[src/rtl/uart_tx_ctrl.sv]
// rtl/uart_tx_ctrl.sv - UART transmitter with per-frame stop/parity/baud shadow registers
//
// Purpose:
//   Serialises one DATA_W-bit character per accepted request onto uart_tx:
//   start bit, data bits LSB first, optional parity bit, then 1, 1.5 or 2
//   stop bits. The whole frame configuration is captured at acceptance, so
//   inputs may change freely while a frame is in flight.
//
// Parameters:
//   DATA_W     character width in bits (5..9)
//   BAUD_W     width of the baudrate field
//
// Ports:
//   clk        in   clock
//   resetn     in   asynchronous active-low reset
//   tx_data    in   character to send, LSB first
//   stop       in   stop code: 00/11 = 1, 01 = 2, 10 = 1.5 stop bits
//   parity_en  in   1 appends a parity bit
//   parity_odd in   0 = even parity, 1 = odd parity
//   baudrate   in   bit period minus one, in clk cycles
//   req        in   level-sensitive transmit request
//   req_ack    out  one-cycle pulse when a request is accepted
//   busy       out  high from acceptance to the end of the last stop bit
//   done       out  one-cycle pulse after the final stop bit
//   uart_tx    out  serial line, idles high

module uart_tx_ctrl #(
  parameter int DATA_W = 8,
  parameter int BAUD_W = 16
) (
  input  logic              clk,
  input  logic              resetn,
  input  logic [DATA_W-1:0] tx_data,
  input  logic [1:0]        stop,
  input  logic              parity_en,
  input  logic              parity_odd,
  input  logic [BAUD_W-1:0] baudrate,
  input  logic              req,
  output logic              req_ack,
  output logic              busy,
  output logic              done,
  output logic              uart_tx
);

  localparam int IDX_W = $clog2(DATA_W);
  // One extra bit so that a two-period stop time cannot overflow.
  localparam int CNT_W = BAUD_W + 1;
  localparam logic [IDX_W-1:0] LAST_IDX = IDX_W'(DATA_W - 1);

  typedef enum logic [2:0] {
    S_IDLE,
    S_START,
    S_DATA,
    S_PARITY,
    S_STOP
  } state_t;

  // State and counters
  state_t            r_state;
  state_t            w_state_nxt;
  logic [CNT_W-1:0]  r_cnt;
  logic [CNT_W-1:0]  w_cnt_nxt;
  logic [IDX_W-1:0]  r_bit_idx;
  logic [IDX_W-1:0]  w_bit_idx_nxt;

  // Shadow copy of the frame configuration
  logic [DATA_W-1:0] r_shift;
  logic [DATA_W-1:0] w_shift_nxt;
  logic [BAUD_W-1:0] r_baud;
  logic [BAUD_W-1:0] w_baud_nxt;
  logic [1:0]        r_stop;
  logic [1:0]        w_stop_nxt;
  logic              r_par_en;
  logic              w_par_en_nxt;
  logic              r_par_bit;
  logic              w_par_bit_nxt;

  // Registered outputs
  logic              r_tx;
  logic              w_tx_nxt;
  logic              r_ack;
  logic              w_ack_nxt;
  logic              r_busy;
  logic              w_busy_nxt;
  logic              r_done;
  logic              w_done_nxt;

  // Bit timing helpers
  logic [CNT_W-1:0]  w_bit_load;
  logic [CNT_W-1:0]  w_period;
  logic [CNT_W-1:0]  w_stop_load;
  logic              w_bit_end;

  // The counter is loaded with (duration - 1) and counts down to zero, so a
  // bit ends on the cycle where r_cnt is zero.
  assign w_bit_load = {1'b0, r_baud};
  assign w_period   = w_bit_load + CNT_W'(1);
  assign w_bit_end  = (r_cnt == '0);

  always_comb begin
    w_stop_load = w_bit_load;
    case (r_stop)
      2'b01:   w_stop_load = {r_baud, 1'b1};                             // 2P - 1
      2'b10:   w_stop_load = w_period + (w_period >> 1) - CNT_W'(1);     // P + P/2 - 1
      default: w_stop_load = w_bit_load;                                 // P - 1
    endcase
  end

  // State register and all datapath/output registers
  always_ff @(posedge clk or negedge resetn) begin
    if (!resetn) begin
      r_state   <= S_IDLE;
      r_cnt     <= '0;
      r_bit_idx <= '0;
      r_shift   <= '0;
      r_baud    <= '0;
      r_stop    <= '0;
      r_par_en  <= 1'b0;
      r_par_bit <= 1'b0;
      r_tx      <= 1'b1;
      r_ack     <= 1'b0;
      r_busy    <= 1'b0;
      r_done    <= 1'b0;
    end else begin
      r_state   <= w_state_nxt;
      r_cnt     <= w_cnt_nxt;
      r_bit_idx <= w_bit_idx_nxt;
      r_shift   <= w_shift_nxt;
      r_baud    <= w_baud_nxt;
      r_stop    <= w_stop_nxt;
      r_par_en  <= w_par_en_nxt;
      r_par_bit <= w_par_bit_nxt;
      r_tx      <= w_tx_nxt;
      r_ack     <= w_ack_nxt;
      r_busy    <= w_busy_nxt;
      r_done    <= w_done_nxt;
    end
  end

  // Next-state and next-output logic. Outputs are computed one cycle ahead
  // so that uart_tx changes on the same edge the state does.
  always_comb begin
    w_state_nxt   = r_state;
    w_cnt_nxt     = r_cnt;
    w_bit_idx_nxt = r_bit_idx;
    w_shift_nxt   = r_shift;
    w_baud_nxt    = r_baud;
    w_stop_nxt    = r_stop;
    w_par_en_nxt  = r_par_en;
    w_par_bit_nxt = r_par_bit;
    w_tx_nxt      = r_tx;
    w_ack_nxt     = 1'b0;
    w_busy_nxt    = r_busy;
    w_done_nxt    = 1'b0;

    if ((r_state != S_IDLE) && !w_bit_end) begin
      w_cnt_nxt = r_cnt - CNT_W'(1);
    end

    case (r_state)
      S_IDLE: begin
        if (req) begin
          w_state_nxt   = S_START;
          w_shift_nxt   = tx_data;
          w_baud_nxt    = baudrate;
          w_stop_nxt    = stop;
          w_par_en_nxt  = parity_en;
          // Parity is resolved from the captured character right away so
          // the odd/even selection does not need its own shadow register.
          w_par_bit_nxt = (^tx_data) ^ parity_odd;
          w_cnt_nxt     = {1'b0, baudrate};
          w_bit_idx_nxt = '0;
          w_tx_nxt      = 1'b0;
          w_ack_nxt     = 1'b1;
          w_busy_nxt    = 1'b1;
        end
      end

      S_START: begin
        if (w_bit_end) begin
          w_state_nxt   = S_DATA;
          w_cnt_nxt     = w_bit_load;
          w_bit_idx_nxt = '0;
          w_tx_nxt      = r_shift[0];
        end
      end

      S_DATA: begin
        if (w_bit_end) begin
          if (r_bit_idx == LAST_IDX) begin
            if (r_par_en) begin
              w_state_nxt = S_PARITY;
              w_cnt_nxt   = w_bit_load;
              w_tx_nxt    = r_par_bit;
            end else begin
              w_state_nxt = S_STOP;
              w_cnt_nxt   = w_stop_load;
              w_tx_nxt    = 1'b1;
            end
          end else begin
            // r_shift[0] is the bit on the line; the next one is r_shift[1].
            w_bit_idx_nxt = r_bit_idx + IDX_W'(1);
            w_shift_nxt   = r_shift >> 1;
            w_cnt_nxt     = w_bit_load;
            w_tx_nxt      = r_shift[1];
          end
        end
      end

      S_PARITY: begin
        if (w_bit_end) begin
          w_state_nxt = S_STOP;
          w_cnt_nxt   = w_stop_load;
          w_tx_nxt    = 1'b1;
        end
      end

      S_STOP: begin
        if (w_bit_end) begin
          w_state_nxt = S_IDLE;
          w_cnt_nxt   = '0;
          w_tx_nxt    = 1'b1;
          w_busy_nxt  = 1'b0;
          w_done_nxt  = 1'b1;
        end
      end

      default: begin
        w_state_nxt = S_IDLE;
        w_cnt_nxt   = '0;
        w_tx_nxt    = 1'b1;
        w_busy_nxt  = 1'b0;
      end
    endcase
  end

  assign uart_tx = r_tx;
  assign req_ack = r_ack;
  assign busy    = r_busy;
  assign done    = r_done;

endmodule

[config.mk]
export PLATFORM = sky130hd
export DESIGN_NAME = uart_tx_ctrl
export DESIGN_NICKNAME = d
export VERILOG_FILES = /design/src/rtl/uart_tx_ctrl.sv
export SDC_FILE = /design/constraint.sdc
export NUM_CORES = 1
export LEC_CHECK = 0
export CORE_MARGIN = 5
export CORE_UTILIZATION = 35
export DETAILED_ROUTE_END_ITERATION = 10
export GPL_TIMING_DRIVEN = 0
export HOLD_SLACK_MARGIN = 0.15
export PLACE_DENSITY = 0.59
export SETUP_SLACK_MARGIN = 0.4
export SYNTH_ARGS = -nofsm -noshare
export SYNTH_HDL_FRONTEND = slang
export SYNTH_SLANG_ARGS = --single-unit
[constraint.sdc]
create_clock -name clk -period 4.2 [get_ports clk]
set_clock_uncertainty 0.2 [all_clocks]
set_input_delay 1.05 -clock clk [delete_from_list [all_inputs] [get_ports clk]]
set_output_delay 1.05 -clock clk [all_outputs]
set_load 0.005 [all_outputs]
==> run_results.csv <==
group,metric,value,unit
outcome,outcome,"finished clean",
place,gpl.final_weighted_congestion,0.9112,
drt,wl_per_cell,17.58,um
finish,nNetsFinal,747,
drt,average_vias_per_placed_instance,5.653,
cts,cts.path.max_buffers,2,
finish,layout_common_cells,"119 x sky130_fd_sc_hd__nand2_1, 53 x sky130_fd_sc_hd__dfrtp_1, 44 x sky130_fd_sc_hd__inv_1",
global_route,grtUsageTotal,0.1869,
cts,ctsHoldBuffers,0,
yosys,synth.yosys.seq_area_share,0.2871,
floorplan,floorplan.die.height,127.1,um
global_route,via_count_of_the_first_global_routing_pass,4650,
yosys,warning_count_from_the_yosys_run,0,
cts,cts.sinks,55,
global_route,grt_max_degree,37,
sta,finalSetupViolCount,0,
floorplan,die-area,0.01615,mm^2
place,port_buffers,34,
setup_path,timing_worst_setup_path_type,"register to register",
drt,detail_route.drc_violations,0,
cts,worst_skew_pair.late_latency,0.30,ns
sta,final.min_clock_period,3.895,ns
sta,worst_slew_pin_slew,1.212,ns
place,hpwlAfterDp,11200,um
finish,area.growth.synth_to_final,20.57,%
cts,ctsHtreeMaxLevel,2,
cts,clkTransAtPathRegs,0.07,ns
global_route,grt_antenna_before_repair,0,
sta,slew_viol_final,0,
sta,relative_slew_margins,0.1854,
setup_path,r2r_cells,18,
drt,firstDrtPassIters,5,
yosys,synth-edff-count,0,
floorplan,io_pins,35,
hold_path,min-delay-start,"uart_tx",
yosys,yosys.cell_types.count,61,
floorplan,rows,42,
yosys,predominant_post_synthesis_flop_cell,"sky130_fd_sc_hd__dfrtp_1",
setup_path,endpoint_kind,"register",
global_route,grt_overflow_total,0,
setup_path,cp.arrival,3.87,ns
sta,final_min_period_over_clock_period,0.9273,
yosys,synthArstFlopShare,1.000,
hold_path,endpoint_worst_hold,"uart_tx",
setup_path,critical_path_required,4.18,ns
setup_path,worst_reg2reg_path_endpoint,"r_cnt[15]",
setup_path,path_max_fanout,4,
cts,root_buffer,"sky130_fd_sc_hd__clkbuf_16",
yosys,syn_avg_cell_area,7.653,um^2
global_route,grt_first_pass_wirelength,24290,um
setup_path,worst_r2r_startpoint,"r_baud[2]",
drt,via_count,4833,
setup_path,register_to_register_setup_slack,0.31,ns
drt,detailedRoute.firstIterationViolations,411,
finish,layout_commonest_cell,"sky130_fd_sc_hd__nand2_1",
floorplan,placeableCoreArea,0.01335,mm^2
sta,fmaxAchievable,256.8,MHz
run,cap_viol_max_count,0,
sta,minimum_hold_slack,0.2788,ns
yosys,ys_ff_latch,55,
drt,route.antenna.remaining_nets,0,
yosys,gate_count_post_synth,627,
cts,cts_inserted_buffers,5,
floorplan,fp.dieW,127.1,um
drt,drt-total-wl,15030,um
yosys,syn-num-nets,696,
sta,finalHoldViolations,0,
cts,clock_tree_from_tritoncts,"done",
finish,antenna_cells,0,
floorplan,initial_utilization,0.3595,
yosys,mappedNetlistArea,0.004798,mm^2
sta,unrepaired_setup_endpoints_after_global_routing,"true",
finish,post_route_cells_drive_above_1_share,0.1060,
hold_path,whs_path_depth,2,
hold_path,min-delay-path-class,"register to register",
setup_path,cp-start-kind,"register",
## kinds of logic after synthesis
logic type,synth area share
AND/OR/NAND/NOR,0.2524
multiplexers,0.01278
adder cells (fa/ha/maj),0.1007
XOR/XNOR,0.08762
buffers and inverters,0.06128
AO/OA/AOI/OAI,0.1982
flip-flops,0.2871
## registers in the layout, indices dropped and copies added, names as in the netlist
name,flops
r_bit_idx,3
done,1
r_cnt,17
r_par_bit,1
req_ack,1
uart_tx,1
r_state,3
busy,1
r_baud,16
r_par_en,1
r_stop,2
r_shift,8
## synth_stat cells (all sizes together) (6+ instances only)
cell	number	share of area
a21oi	35	0.040
a22oi	9	0.014
a31oi	11	0.014
and3	6	0.0078
buf	6	0.0057
clkbuf	24	0.019
dfrtp	54	0.28
ha	37	0.096
inv	47	0.037
nand2	122	0.096
nand2b	7	0.0091
nand3	22	0.023
nand4	6	0.0078
nor2	43	0.034
nor2b	8	0.010
nor3	9	0.0094
nor4	8	0.019
o211ai	8	0.013
o21ai	43	0.045
or3	8	0.011
xnor2	34	0.062
xor2	14	0.026
## cell type report
class | count | area (um^2)
Buffer | 30 | 131.4
Timing Repair Buffer | 44 | 422.9
Multi-Input combinational cell | 495 | 3282
Fill cell | 1408 | 7562
Clock inverter | 2 | 35.03
Clock buffer | 6 | 138.9
Tap cell | 176 | 220.2
Inverter | 47 | 176.4
Sequential cell | 55 | 1379
## how the worst max path moves through the flow
| stage | cells after the start | end | from | slack (ns) |
|---|---|---|---|---|
| after global routing | 18 | r_cnt[15] | r_baud[2] | 0.13 |
| final | 18 | r_cnt[15] | r_baud[2] | 0.31 |
| after detailed placement | 18 | r_cnt[15] | r_baud[2] | -0.13 |
| after floorplan | 18 | r_cnt[15] | r_baud[2] | 0.40 |
| after CTS | 18 | r_cnt[15] | r_baud[2] | 0.39 |
| after global placement | 18 | r_cnt[15] | r_baud[2] | -0.04 |
## metrics by stage
stage / setup TNS [ns] / setup slack (ns) / instances / cell area, um^2 / util
final: 0 / 0.3052 / 855 / 5786 / 0.4334
after global routing: 0 / 0.1337 / 855 / 5786 / 0.4334
after CTS: 0 / 0.3914 / 855 / 5772 / 0.4324
after detailed placement: -0.1493 / -0.1314 / 838 / 5384 / 0.4034
after global placement: -0.04872 / -0.04467 / 837 / 5369 / 0.4022
after floorplan: 0 / 0.4044 / 627 / 4808 / -
## timing repair
action | 4_1_cts | 5_1_grt
resized for setup | 38 | 6
pin swaps | 27 | 3
setup endpoints to repair | 5 | 16
setup buffers | 9 | 0
## routing by layer
| metal | global-route usage | wire [um] | vias up |
|---|---|---|---|
| li1 | - | - | 2280 |
| met1 | 0.2548 | 6599 | 2331 |
| met2 | 0.3054 | 7014 | 192 |
| met3 | 0.03047 | 1009 | 30 |
| met4 | 0.05615 | 405 | 0 |
| met5 | 0 | 0 | - |
## worst max-delay path: stages (launching register included)
cell and delay [ns]:
sky130_fd_sc_hd__dfrtp_1 0.34, sky130_fd_sc_hd__clkbuf_8 0.13, sky130_fd_sc_hd__and3_4 0.19, sky130_fd_sc_hd__and3_4 0.20
sky130_fd_sc_hd__nand4_1 0.24, sky130_fd_sc_hd__nor2_1 0.17, sky130_fd_sc_hd__nand2_1 0.11, sky130_fd_sc_hd__xor2_2 0.19
sky130_fd_sc_hd__ha_1 0.31, sky130_fd_sc_hd__inv_2 0.07, sky130_fd_sc_hd__ha_4 0.19, sky130_fd_sc_hd__a21o_1 0.19
sky130_fd_sc_hd__a21boi_2 0.15, sky130_fd_sc_hd__o21ai_1 0.10, sky130_fd_sc_hd__a21oi_1 0.13, sky130_fd_sc_hd__or3b_4 0.41
sky130_fd_sc_hd__o211ai_1 0.11, sky130_fd_sc_hd__a21oi_1 0.11, sky130_fd_sc_hd__o22a_1 0.24
Power is not shown: default switching activity piles up to over one toggle a cycle in this logic, so the estimate is an artifact.
